$ cat src/rtl/mem_pkg.sv
// mem_pkg: shared constants, state/size encodings and helpers for the memory access stage
package mem_pkg;
    localparam int XLEN = 64;
    localparam int LS_W = 11;
    localparam int LS_LB  = 0;
    localparam int LS_LH  = 1;
    localparam int LS_LW  = 2;
    localparam int LS_LD  = 3;
    localparam int LS_LBU = 4;
    localparam int LS_LHU = 5;
    localparam int LS_LWU = 6;
    localparam int LS_SB  = 7;
    localparam int LS_SH  = 8;
    localparam int LS_SW  = 9;
    localparam int LS_SD  = 10;
    localparam logic [7:0] STRB_B = 8'h01;
    localparam logic [7:0] STRB_H = 8'h03;
    localparam logic [7:0] STRB_W = 8'h0F;
    localparam logic [7:0] STRB_D = 8'hFF;
    typedef enum logic [1:0] {ST_IDLE, ST_REQ, ST_RESP, ST_DONE} state_t;
    typedef enum logic [1:0] {SZ_B, SZ_H, SZ_W, SZ_D} size_t;
    function automatic logic [7:0] strb_base(input size_t s);
        return s == SZ_B ? STRB_B : s == SZ_H ? STRB_H : s == SZ_W ? STRB_W : STRB_D;
    endfunction
    function automatic logic misaligned(input size_t s, input logic [2:0] off);
        return s == SZ_H ? off[0] : s == SZ_W ? |off[1:0] : s == SZ_D ? |off : 1'b0;
    endfunction
endpackage

$ cat src/rtl/mem_access_unit_if.sv
// mem_access_unit_if: valid/ready data-memory request channel plus response channel
interface mem_access_unit_if;
    import mem_pkg::*;
    logic            dmem_o_req_valid;
    logic            dmem_i_req_ready;
    logic [XLEN-1:0] dmem_o_addr;
    logic            dmem_o_wen;
    logic [XLEN-1:0] dmem_o_wdata;
    logic [7:0]      dmem_o_wstrb;
    logic            dmem_i_resp_valid;
    logic [XLEN-1:0] dmem_i_rdata;
    modport master (
        output dmem_o_req_valid, dmem_o_addr, dmem_o_wen, dmem_o_wdata, dmem_o_wstrb,
        input  dmem_i_req_ready, dmem_i_resp_valid, dmem_i_rdata
    );
    modport slave (
        input  dmem_o_req_valid, dmem_o_addr, dmem_o_wen, dmem_o_wdata, dmem_o_wstrb,
        output dmem_i_req_ready, dmem_i_resp_valid, dmem_i_rdata
    );
endinterface

$ cat src/rtl/mem_load_align.sv
// mem_load_align: byte-lane shift and sign/zero extension of 64-bit read data
module mem_load_align import mem_pkg::*; (
    input  logic [XLEN-1:0] i_rdata,
    input  logic [2:0]      i_off,
    input  size_t           i_size,
    input  logic            i_sign,
    output logic [XLEN-1:0] o_data
);
    logic [XLEN-1:0] w_sh;
    // Move the addressed byte to lane 0, then extend from the access size
    always_comb begin
        w_sh = i_rdata >> {i_off, 3'b000};
        o_data = i_size == SZ_B ? {{56{i_sign & w_sh[7]}}, w_sh[7:0]} :
                 i_size == SZ_H ? {{48{i_sign & w_sh[15]}}, w_sh[15:0]} :
                 i_size == SZ_W ? {{32{i_sign & w_sh[31]}}, w_sh[31:0]} : w_sh;
    end
endmodule

$ cat src/rtl/mem_access_unit.sv
// mem_access_unit: MEM-stage load/store sequencer; optional MEM_MISALIGN_TRAP_EN traps misaligned accesses
module mem_access_unit import mem_pkg::*; (
    input  logic             clk,
    input  logic             rst,
    input  logic [LS_W-1:0]  regM_i_load_store_info,
    input  logic [XLEN-1:0]  regM_i_regdata2,
    input  logic [XLEN-1:0]  regM_i_alu_result,
    input  logic [4:0]       regM_i_rd,
    input  logic             regM_i_reg_wen,
    input  logic             regM_i_commit,
    mem_access_unit_if.master dmem,
    output logic             memory_o_stall,
    output logic [XLEN-1:0]  memory_o_result,
    output logic [4:0]       memory_o_rd,
    output logic             memory_o_reg_wen,
    output logic             memory_o_commit
`ifdef MEM_MISALIGN_TRAP_EN
    ,
    output logic             memory_o_misalign
`endif
);
    state_t          r_state, w_next;
    logic [XLEN-1:0] r_addr, r_wdata, r_rdata;
    logic [7:0]      r_wstrb;
    size_t           r_size;
    logic            r_sign, r_wen, r_misalign;
    logic            w_start, w_is_store, w_sign, w_trap, w_stall, w_use_ld, w_trap_done;
    size_t           w_size;
    logic [2:0]      w_off;
    logic [XLEN-1:0] w_wdata, w_ld_data;
    logic [7:0]      w_wstrb;
    wire [LS_W-1:0]  w_ls = regM_i_load_store_info;

    // rst gates the start condition so stall drops in the same cycle reset is asserted
    assign w_start    = !rst && regM_i_commit && |w_ls;
    assign w_is_store = |w_ls[LS_SD:LS_SB];
    assign w_sign     = w_ls[LS_LB] | w_ls[LS_LH] | w_ls[LS_LW];
    assign w_size     = (w_ls[LS_LB] | w_ls[LS_LBU] | w_ls[LS_SB]) ? SZ_B :
                        (w_ls[LS_LH] | w_ls[LS_LHU] | w_ls[LS_SH]) ? SZ_H :
                        (w_ls[LS_LW] | w_ls[LS_LWU] | w_ls[LS_SW]) ? SZ_W : SZ_D;
    assign w_off      = regM_i_alu_result[2:0];
    assign w_wdata    = regM_i_regdata2 << {w_off, 3'b000};
    assign w_wstrb    = w_is_store ? strb_base(w_size) << w_off : 8'h00;
`ifdef MEM_MISALIGN_TRAP_EN
    assign w_trap            = misaligned(w_size, w_off);
    assign memory_o_misalign = w_trap_done;
`else
    assign w_trap = 1'b0;
`endif

    // Next-state and stall decode
    always_comb begin
        w_next = r_state;
        unique case (r_state)
            ST_IDLE: w_next = w_start ? (w_trap ? ST_DONE : ST_REQ) : ST_IDLE;
            ST_REQ:  w_next = dmem.dmem_i_req_ready ? ST_RESP : ST_REQ;
            ST_RESP: w_next = dmem.dmem_i_resp_valid ? ST_DONE : ST_RESP;
            default: w_next = ST_IDLE;
        endcase
        w_stall     = (r_state == ST_IDLE && w_start) || r_state == ST_REQ || r_state == ST_RESP;
        w_trap_done = r_state == ST_DONE && r_misalign;
        w_use_ld    = r_state == ST_DONE && !r_wen && !r_misalign;
    end

    // State register
    always_ff @(posedge clk or posedge rst) begin
        if (rst) r_state <= ST_IDLE;
        else     r_state <= w_next;
    end

    // Capture the access on entry and the read data on response
    always_ff @(posedge clk or posedge rst) begin
        if (rst) begin
            r_addr     <= '0;
            r_wdata    <= '0;
            r_wstrb    <= '0;
            r_size     <= SZ_B;
            r_sign     <= 1'b0;
            r_wen      <= 1'b0;
            r_misalign <= 1'b0;
            r_rdata    <= '0;
        end else begin
            if (r_state == ST_IDLE && w_start) begin
                r_addr     <= regM_i_alu_result;
                r_wdata    <= w_wdata;
                r_wstrb    <= w_wstrb;
                r_size     <= w_size;
                r_sign     <= w_sign;
                r_wen      <= w_is_store;
                r_misalign <= w_trap;
            end
            if (r_state == ST_RESP && dmem.dmem_i_resp_valid) r_rdata <= dmem.dmem_i_rdata;
        end
    end

    mem_load_align u_align (
        .i_rdata (r_rdata),
        .i_off   (r_addr[2:0]),
        .i_size  (r_size),
        .i_sign  (r_sign),
        .o_data  (w_ld_data)
    );

    assign dmem.dmem_o_req_valid = r_state == ST_REQ;
    assign dmem.dmem_o_addr      = {r_addr[XLEN-1:3], 3'b000};
    assign dmem.dmem_o_wen       = r_wen;
    assign dmem.dmem_o_wdata     = r_wdata;
    assign dmem.dmem_o_wstrb     = r_wstrb;
    assign memory_o_stall        = w_stall;
    assign memory_o_result       = w_use_ld ? w_ld_data : regM_i_alu_result;
    assign memory_o_commit       = !w_stall && regM_i_commit;
    assign memory_o_rd           = w_stall ? 5'd0 : regM_i_rd;
    assign memory_o_reg_wen      = !w_stall && regM_i_reg_wen && !w_trap_done;
endmodule

$ cat src/flat_wrapper.sv
// flat-port wrapper written by rule: the top's interface ports become plain ports
module mem_access_unit_flat import mem_pkg::*;
  (clk, rst, regM_i_load_store_info, regM_i_regdata2, regM_i_alu_result, regM_i_rd, regM_i_reg_wen, regM_i_commit, memory_o_stall, memory_o_result, memory_o_rd, memory_o_reg_wen, memory_o_commit, dmem_dmem_o_req_valid, dmem_dmem_o_addr, dmem_dmem_o_wen, dmem_dmem_o_wdata, dmem_dmem_o_wstrb, dmem_dmem_i_req_ready, dmem_dmem_i_resp_valid, dmem_dmem_i_rdata);
  mem_access_unit_if dmem_i ();
  input  logic clk;
  input  logic rst;
  input  logic [LS_W-1:0] regM_i_load_store_info;
  input  logic [XLEN-1:0] regM_i_regdata2;
  input  logic [XLEN-1:0] regM_i_alu_result;
  input  logic [4:0] regM_i_rd;
  input  logic regM_i_reg_wen;
  input  logic regM_i_commit;
  output logic memory_o_stall;
  output logic [XLEN-1:0] memory_o_result;
  output logic [4:0] memory_o_rd;
  output logic memory_o_reg_wen;
  output logic memory_o_commit;
  output wire logic [$bits(dmem_i.dmem_o_req_valid)-1:0] dmem_dmem_o_req_valid;
  output wire logic [$bits(dmem_i.dmem_o_addr)-1:0] dmem_dmem_o_addr;
  output wire logic [$bits(dmem_i.dmem_o_wen)-1:0] dmem_dmem_o_wen;
  output wire logic [$bits(dmem_i.dmem_o_wdata)-1:0] dmem_dmem_o_wdata;
  output wire logic [$bits(dmem_i.dmem_o_wstrb)-1:0] dmem_dmem_o_wstrb;
  input wire logic [$bits(dmem_i.dmem_i_req_ready)-1:0] dmem_dmem_i_req_ready;
  input wire logic [$bits(dmem_i.dmem_i_resp_valid)-1:0] dmem_dmem_i_resp_valid;
  input wire logic [$bits(dmem_i.dmem_i_rdata)-1:0] dmem_dmem_i_rdata;
  assign dmem_dmem_o_req_valid = dmem_i.dmem_o_req_valid;
  assign dmem_dmem_o_addr = dmem_i.dmem_o_addr;
  assign dmem_dmem_o_wen = dmem_i.dmem_o_wen;
  assign dmem_dmem_o_wdata = dmem_i.dmem_o_wdata;
  assign dmem_dmem_o_wstrb = dmem_i.dmem_o_wstrb;
  assign dmem_i.dmem_i_req_ready = dmem_dmem_i_req_ready;
  assign dmem_i.dmem_i_resp_valid = dmem_dmem_i_resp_valid;
  assign dmem_i.dmem_i_rdata = dmem_dmem_i_rdata;
  mem_access_unit u_core (.clk(clk), .rst(rst), .regM_i_load_store_info(regM_i_load_store_info), .regM_i_regdata2(regM_i_regdata2), .regM_i_alu_result(regM_i_alu_result), .regM_i_rd(regM_i_rd), .regM_i_reg_wen(regM_i_reg_wen), .regM_i_commit(regM_i_commit), .dmem(dmem_i), .memory_o_stall(memory_o_stall), .memory_o_result(memory_o_result), .memory_o_rd(memory_o_rd), .memory_o_reg_wen(memory_o_reg_wen), .memory_o_commit(memory_o_commit));
endmodule
$ cat config.mk
export PLATFORM = sky130hd
export DESIGN_NAME = mem_access_unit_flat
export DESIGN_NICKNAME = d
export VERILOG_FILES = /design/src/rtl/mem_pkg.sv /design/src/rtl/mem_access_unit_if.sv /design/src/rtl/mem_load_align.sv /design/src/rtl/mem_access_unit.sv /design/src/flat_wrapper.sv
export SDC_FILE = /design/constraint.sdc
export NUM_CORES = 1
export LEC_CHECK = 0
export CORE_ASPECT_RATIO = 0.8
export CORE_MARGIN = 5
export CORE_UTILIZATION = 40
export DETAILED_ROUTE_END_ITERATION = 16
export GPL_ROUTABILITY_DRIVEN = 1
export PLACE_DENSITY_LB_ADDON = 0.05
export SYNTH_ARGS = -nofsm -noshare
export SYNTH_HDL_FRONTEND = slang
export SYNTH_HIERARCHICAL = 1
export SYNTH_SLANG_ARGS = --single-unit
$ cat constraint.sdc
create_clock -name clk -period 6.65 [get_ports clk]
set_input_delay 0.665 -clock clk [delete_from_list [all_inputs] [get_ports clk]]
set_output_delay 0.665 -clock clk [all_outputs]
set_load 0.01 [all_outputs]
# == Yosys cells after proc, flatten, opt, wreduce, memory -nomap -nowiden ==
# Cells that the tools add are included.
# totals
output_inout_bits,210
in_bits,214
wordCells,62
regBits,206
# classes
n_shift,3
n_bitwise,11
reduce_logical,17
n_eq_ne,7
mux,16
# ops
operator,count
64-bit two-way mux,4
64-bit by 6-bit left shift with 64-bit output,1
64-bit by 6-bit right shift with 64-bit output,1
8-bit two-way mux,4
11-bit OR reduction,1
2-bit == test (second input constant),4
1-bit bitwise OR,8
8-bit by 3-bit left shift with 8-bit output,1
1-bit logical AND,7
2-bit by 1-bit == test with 1-bit output (second input constant),3
2-bit zero test,3
2-bit two-way mux,3
2-bit case mux with 3 select lines,1
5-bit two-way mux,1
4-bit OR reduction,1
1-bit bitwise AND,3
1-bit zero test,3
1-bit two-way mux,3
1-bit logical OR,2

# == Logic depth before layout (Yosys ltp) ==
# logic_depth
ltp_word,11
depth_mapped,8
mapped_depth_nobuf,5

# == Modules after synthesis ==
# Netlist, hierarchy kept.
# modules_own_cells
module,seq_area_each_um2,instances,area_per_inst_um2,cells_per_inst
mem_access_unit,5154.9,1,10815.4,1062
mem_load_align,0.0,1,2656.3,305

# == Worst setup path after synthesis ==
# No wires, ideal clock.
# synth_timing
path_kind,register -> output
startpoint,register u_core.r_addr[0]
endpoint,output port memory_o_result[0]
t_required_ns,5.985
slack_ns,3.815
stages_incl_launch_ff,7
path_buffers,3
arrival_ns,2.170
cell_sequence,dfrtp_1 > buf_4 > buf_2 > buf_4 > mux4_2 > mux2_2 > mux2_2
# synth_between
elab_chain_cells,5
# synth_rtl
item,line,source
start: declaration,mem_access_unit.sv:23,"logic [XLEN-1:0] r_addr, r_wdata, r_rdata;"
start signal: assignment,mem_access_unit.sv:84,r_addr <= regM_i_alu_result;
64-bit by 6-bit right shift with 64-bit output (*),mem_load_align.sv:12,"w_sh = i_rdata >> {i_off, 3'b000};"
64-bit two-way mux,mem_load_align.sv:15,"i_size == SZ_W ? {{32{i_sign & w_sh[31]}}, w_sh[31:0]} : w_sh;"
64-bit two-way mux,mem_load_align.sv:14,"i_size == SZ_H ? {{48{i_sign & w_sh[15]}}, w_sh[15:0]} :"
64-bit two-way mux (*),mem_load_align.sv:13,"o_data = i_size == SZ_B ? {{56{i_sign & w_sh[7]}}, w_sh[7:0]} :"
via u_core.w_ld_data[0],mem_access_unit.sv:30,"logic [XLEN-1:0] w_wdata, w_ld_data;"
64-bit two-way mux (*),mem_access_unit.sv:110,assign memory_o_result = w_use_ld ? w_ld_data : regM_i_alu_result;
end: declaration,flat_wrapper.sv:14,output logic [XLEN-1:0] memory_o_result;
# The timed path passes the listed nets; every way through them passes the cells marked *.

# == Worst setup path in the final report ==
# layout_timing
startpoint,register u_core.r_addr[0]
endpoint,output port memory_o_result[17]
# layout_between
elab_chain_cells,5
elab_cells_between_ends,7
cone_classes,1 x shift; 4 x mux; 2 x bitwise
# layout_rtl
item,line
64-bit by 6-bit right shift with 64-bit output (*),mem_load_align.sv:12
64-bit two-way mux / 1-bit bitwise AND (equally long branches),"mem_load_align.sv:15, mem_load_align.sv:14"
64-bit two-way mux,mem_load_align.sv:14
64-bit two-way mux (*),mem_load_align.sv:13
via u_core.w_ld_data[17],mem_access_unit.sv:30
64-bit two-way mux (*),mem_access_unit.sv:110
# Marks and branches as above.

==> summary.md <==
| Metric | Value |
|---|---|
| Outcome | `complete, no violations` |
| Max-slew violations | `0` |
| Setup-failing EPs final | `0` |
| Fmax | `0.2067 GHz` |
| Warnings from Yosys | `6` |
| Worst hold slack | `0.4622 ns` |
| Die width | `215.2 µm` |
| Largest family of logic cells by synthesized area | `multiplexers` |
| Total congestion overflow | `0` |
| Initial antenna violation count | `5` |
| Share of cells above drive strength 1 | `0.1696` |
| WL final | `52650 µm` |
| Post-layout min period | `4.838 ns` |
| Sequential Area | `5161 µm²` |
| # DRC | `0` |
| Asr flop ratio synth | `1.000` |
| Final Skew | `0.01491 ns` |
| Leakage power | `7.673 nW` |
| Mapped Area | `13470 µm²` |
| Average wire per standard cell | `25.05 µm` |
| Nets | `1861` |
| Worst hold path class | `flop to flop` |
| Worst-Skew Late Latency | `0.52 ns` |
| Xor-xnor portion of the synthesized cell area | `0` |
| Area delta synth->final | `34.23%` |
| Post-synthesis instance total | `1367` |
| Vias | `11.80k` |
| VDD IR-drop max | `0.0001910 V` |
| Post-DP HPWL | `39880 µm` |
| CTS tree | `built` |
| RSZ-0062 raised after global routing | `no` |
| Slowest library cell on the worst path | `dfrtp_4` |
| Post-synthesis mux area share | `0.2583` |
| Ports | `424` |
| CP required | `5.98 ns` |
| Worst R2R End | `u_core/dmem.dmem_o_wdata[47]` |
| Top-count cell post-synth | `nand2_1` |
| Hold Vio Cnt, Final | `0` |
| Synth Area in Adders | `0.0007430` |
| Routed Antenna Nets | `0` |
| Clock Sink Count | `206` |
| Relative max-transition margin | `0.2734` |
| CP endpoint | `memory_o_result[17]` |
| CP bufs+invs | `2` |
| Cell Chain, Critical Path | `buf_4 -> mux4_2 -> nor2b_1 -> o21ai_0 -> nand3_1 -> mux2_2 -> clkdlybuf4s50_1` |
| CTS max path bufs | `3` |
| Root Buffer | `clkbuf_16` |
| Yosys top cell area share | `0.3827` |
| DR iter-0 viols | `1117` |
| Post-Syn Area per Cell | `9.855 µm²` |
| WP depth | `7` |
| Post-synth EDFFs | `0` |
| Register area share after synthesis | `0.3827` |
| Die Span Y | `174.1 µm` |
| FILL cells | `3024` |
| Vias in the first global route | `11.63k` |
| Total CTS buffers | `24` |
| Crit path DAT | `4.17 ns` |
| Crit-path max FO | `41` |
| Footprint of the multi-input gates | `7233 µm²` |
| Die area | `37470 µm²` |
| Post-CTS setup buffers | `0` |
| Synth Flop Type | `dfrtp_1` |
| Worst Max-Slew Pin Slew | `1.089 ns` |
| Setup tns final | `0 ns` |
| First-pass GRT wire length | `78050 µm` |
| Synth Area in Compound Gates | `0.1283` |
| Post-synth top cells | `nand2_1, dfrtp_1, mux2_2` |
| Yosys reg bits | `206` |
| CP endpoint kind | `output port` |
| Reg2Reg Setup Slack | `3.25 ns` |
| Clk slew on worst S/H paths | `0.06 ns` |
| Initial Utilization | `0.4033` |
| Synth Area in Simple Gates | `0.1466` |
| Pin count of the biggest net entering global routing | `96` |
| CTS resizes | `0` |
| GRT Resource Usage Total | `0.2701` |
| Crit. Startpoint | `u_core/r_addr[0]` |
| Synth area leaders | `dfrtp_1, mux2_2, nand2_1` |
| Routability cong. | `0.8977` |
| Crit path max-delay family | `buffers and inverters` |
| H-tree depth | `1` |
| Period utilization | `0.7274` |
| Crit-path max cell delay | `0.83 ns` |
| Worst Setup Start Kind | `flop` |
| Pwr/cell area | `449.6 nW/µm²` |
| Reg-to-Reg Start | `u_core/r_state[0]` |
| CORE AREA | `33410 µm²` |
| PortBufs | `420` |
| Drt first pass iters | `7` |
| Max cap viols | `0` |
| R2R depth | `6` |
| Unique cell type count in the Yosys netlist | `57` |
| Vias/cell | `5.613` |
| Hold_buf cts | `0` |
| CP Class | `flop to output port` |
| Rows | `60` |
| Yosys top cell by area | `dfrtp_1` |
==> how the worst min path moves through the flow <==
stage / from / endpoint / slack, ns / depth (start not counted)
floorplan: u_core/r_addr[10] / u_core/r_addr[10] / 0.45 / 2
global placement: u_core/dmem.dmem_o_wdata[2] / u_core/dmem.dmem_o_wdata[2] / 0.45 / 2
detailed placement: u_core/dmem.dmem_o_wdata[0] / u_core/dmem.dmem_o_wdata[0] / 0.45 / 2
CTS: u_core/dmem.dmem_o_wdata[2] / u_core/dmem.dmem_o_wdata[2] / 0.47 / 2
global route: u_core/r_addr[53] / u_core/r_addr[53] / 0.49 / 2
finish: u_core/dmem.dmem_o_wdata[2] / u_core/dmem.dmem_o_wdata[2] / 0.46 / 2
==> state kept, by name, indices dropped and copies added, names as in the netlist <==
name / cells
u_core/dmem.dmem_o_wstrb: 8
u_core/r_rdata: 64
u_core/dmem.dmem_o_wen: 1
u_core/r_state: 2
u_core/r_sign: 1
u_core/r_addr: 64
u_core/r_size: 2
u_core/dmem.dmem_o_wdata: 64
==> cell families (layout without fill, tap and decap cells) <==
family          count (synthesis)  in the layout
simple gates                  445            445
mux                           285            285
compound gates                237            237
flops                         206            206
buf+inv                       192            486
fa+ha+maj                       1              1
other cells                     1              8
==> metrics by stage <==
stage	setup WS [ns]	util	total power (W)	cell area, µm²	std cells
floorplan	0.3609	-	0.005007	13480	1369
global placement	2.468	0.5178	0.006735	17300	2055
detailed placement	2.465	0.5178	0.006786	17300	2055
CTS	1.888	0.5409	0.008135	18070	2097
global route	1.600	0.5412	0.008606	18080	2101
finish	1.812	0.5413	0.008130	18080	2102
==> cells in the final DEF (no fill, tap or decap), types with 7 or more instances in the layout <==
cell type	Yosys	final
nor2_1	40	40
mux2_2	151	151
a21oi_1	12	12
o21ai_0	48	48
o22ai_1	8	8
clkbuf_16	0	25
nand3_2	10	10
dfrtp_1	206	203
a22oi_1	24	24
o221ai_1	10	9
a2bb2oi_1	10	10
nand2b_1	7	7
buf_4	68	20
o2bb2ai_1	16	16
o31ai_1	18	18
o211ai_1	41	41
and2_1	7	7
nor4_1	9	9
nand2_1	305	304
nor2b_1	22	22
o21a_1	8	8
clkbuf_1	49	7
clkdlybuf4s50_1	0	417
a31oi_1	16	16
o211ai_2	10	10
mux4_2	35	35
mux2i_1	99	99
nand3_1	21	21
==> per-layer routing <==
layer | wire, µm | vias up | track usage
li1 | - | 5401 | -
met1 | 24560 | 5831 | 0.4048
met2 | 21870 | 512 | 0.3797
met3 | 5310 | 52 | 0.09403
met4 | 904 | 2 | 0.04985
met5 | 13 | - | 0
==> final cells by class <==
class	instances	area share
multi-input cells	971	0.4000
repair buffers	439	0.2397
inverters	5	0.001453
clock inverters	5	0.002906
diodes	5	0.0006919
clock buffers	37	0.03985
flip-flops and latches	206	0.2854
well taps	434	0.03003
==> tightest hold or removal path, stage by stage (launching register included) <==
cell and delay (ns):
dfrtp_1 0.34, nand2_1 0.05, nand2_1 0.05
==> power by group <==
part / switching (W) / internal, W / total, W
Clock: 0.000532 / 0.000780 / 0.00131
Sequential: 0.000650 / 0.00184 / 0.00249
Combinational: 0.00216 / 0.00216 / 0.00432
(Power assumes the default switching activity.)
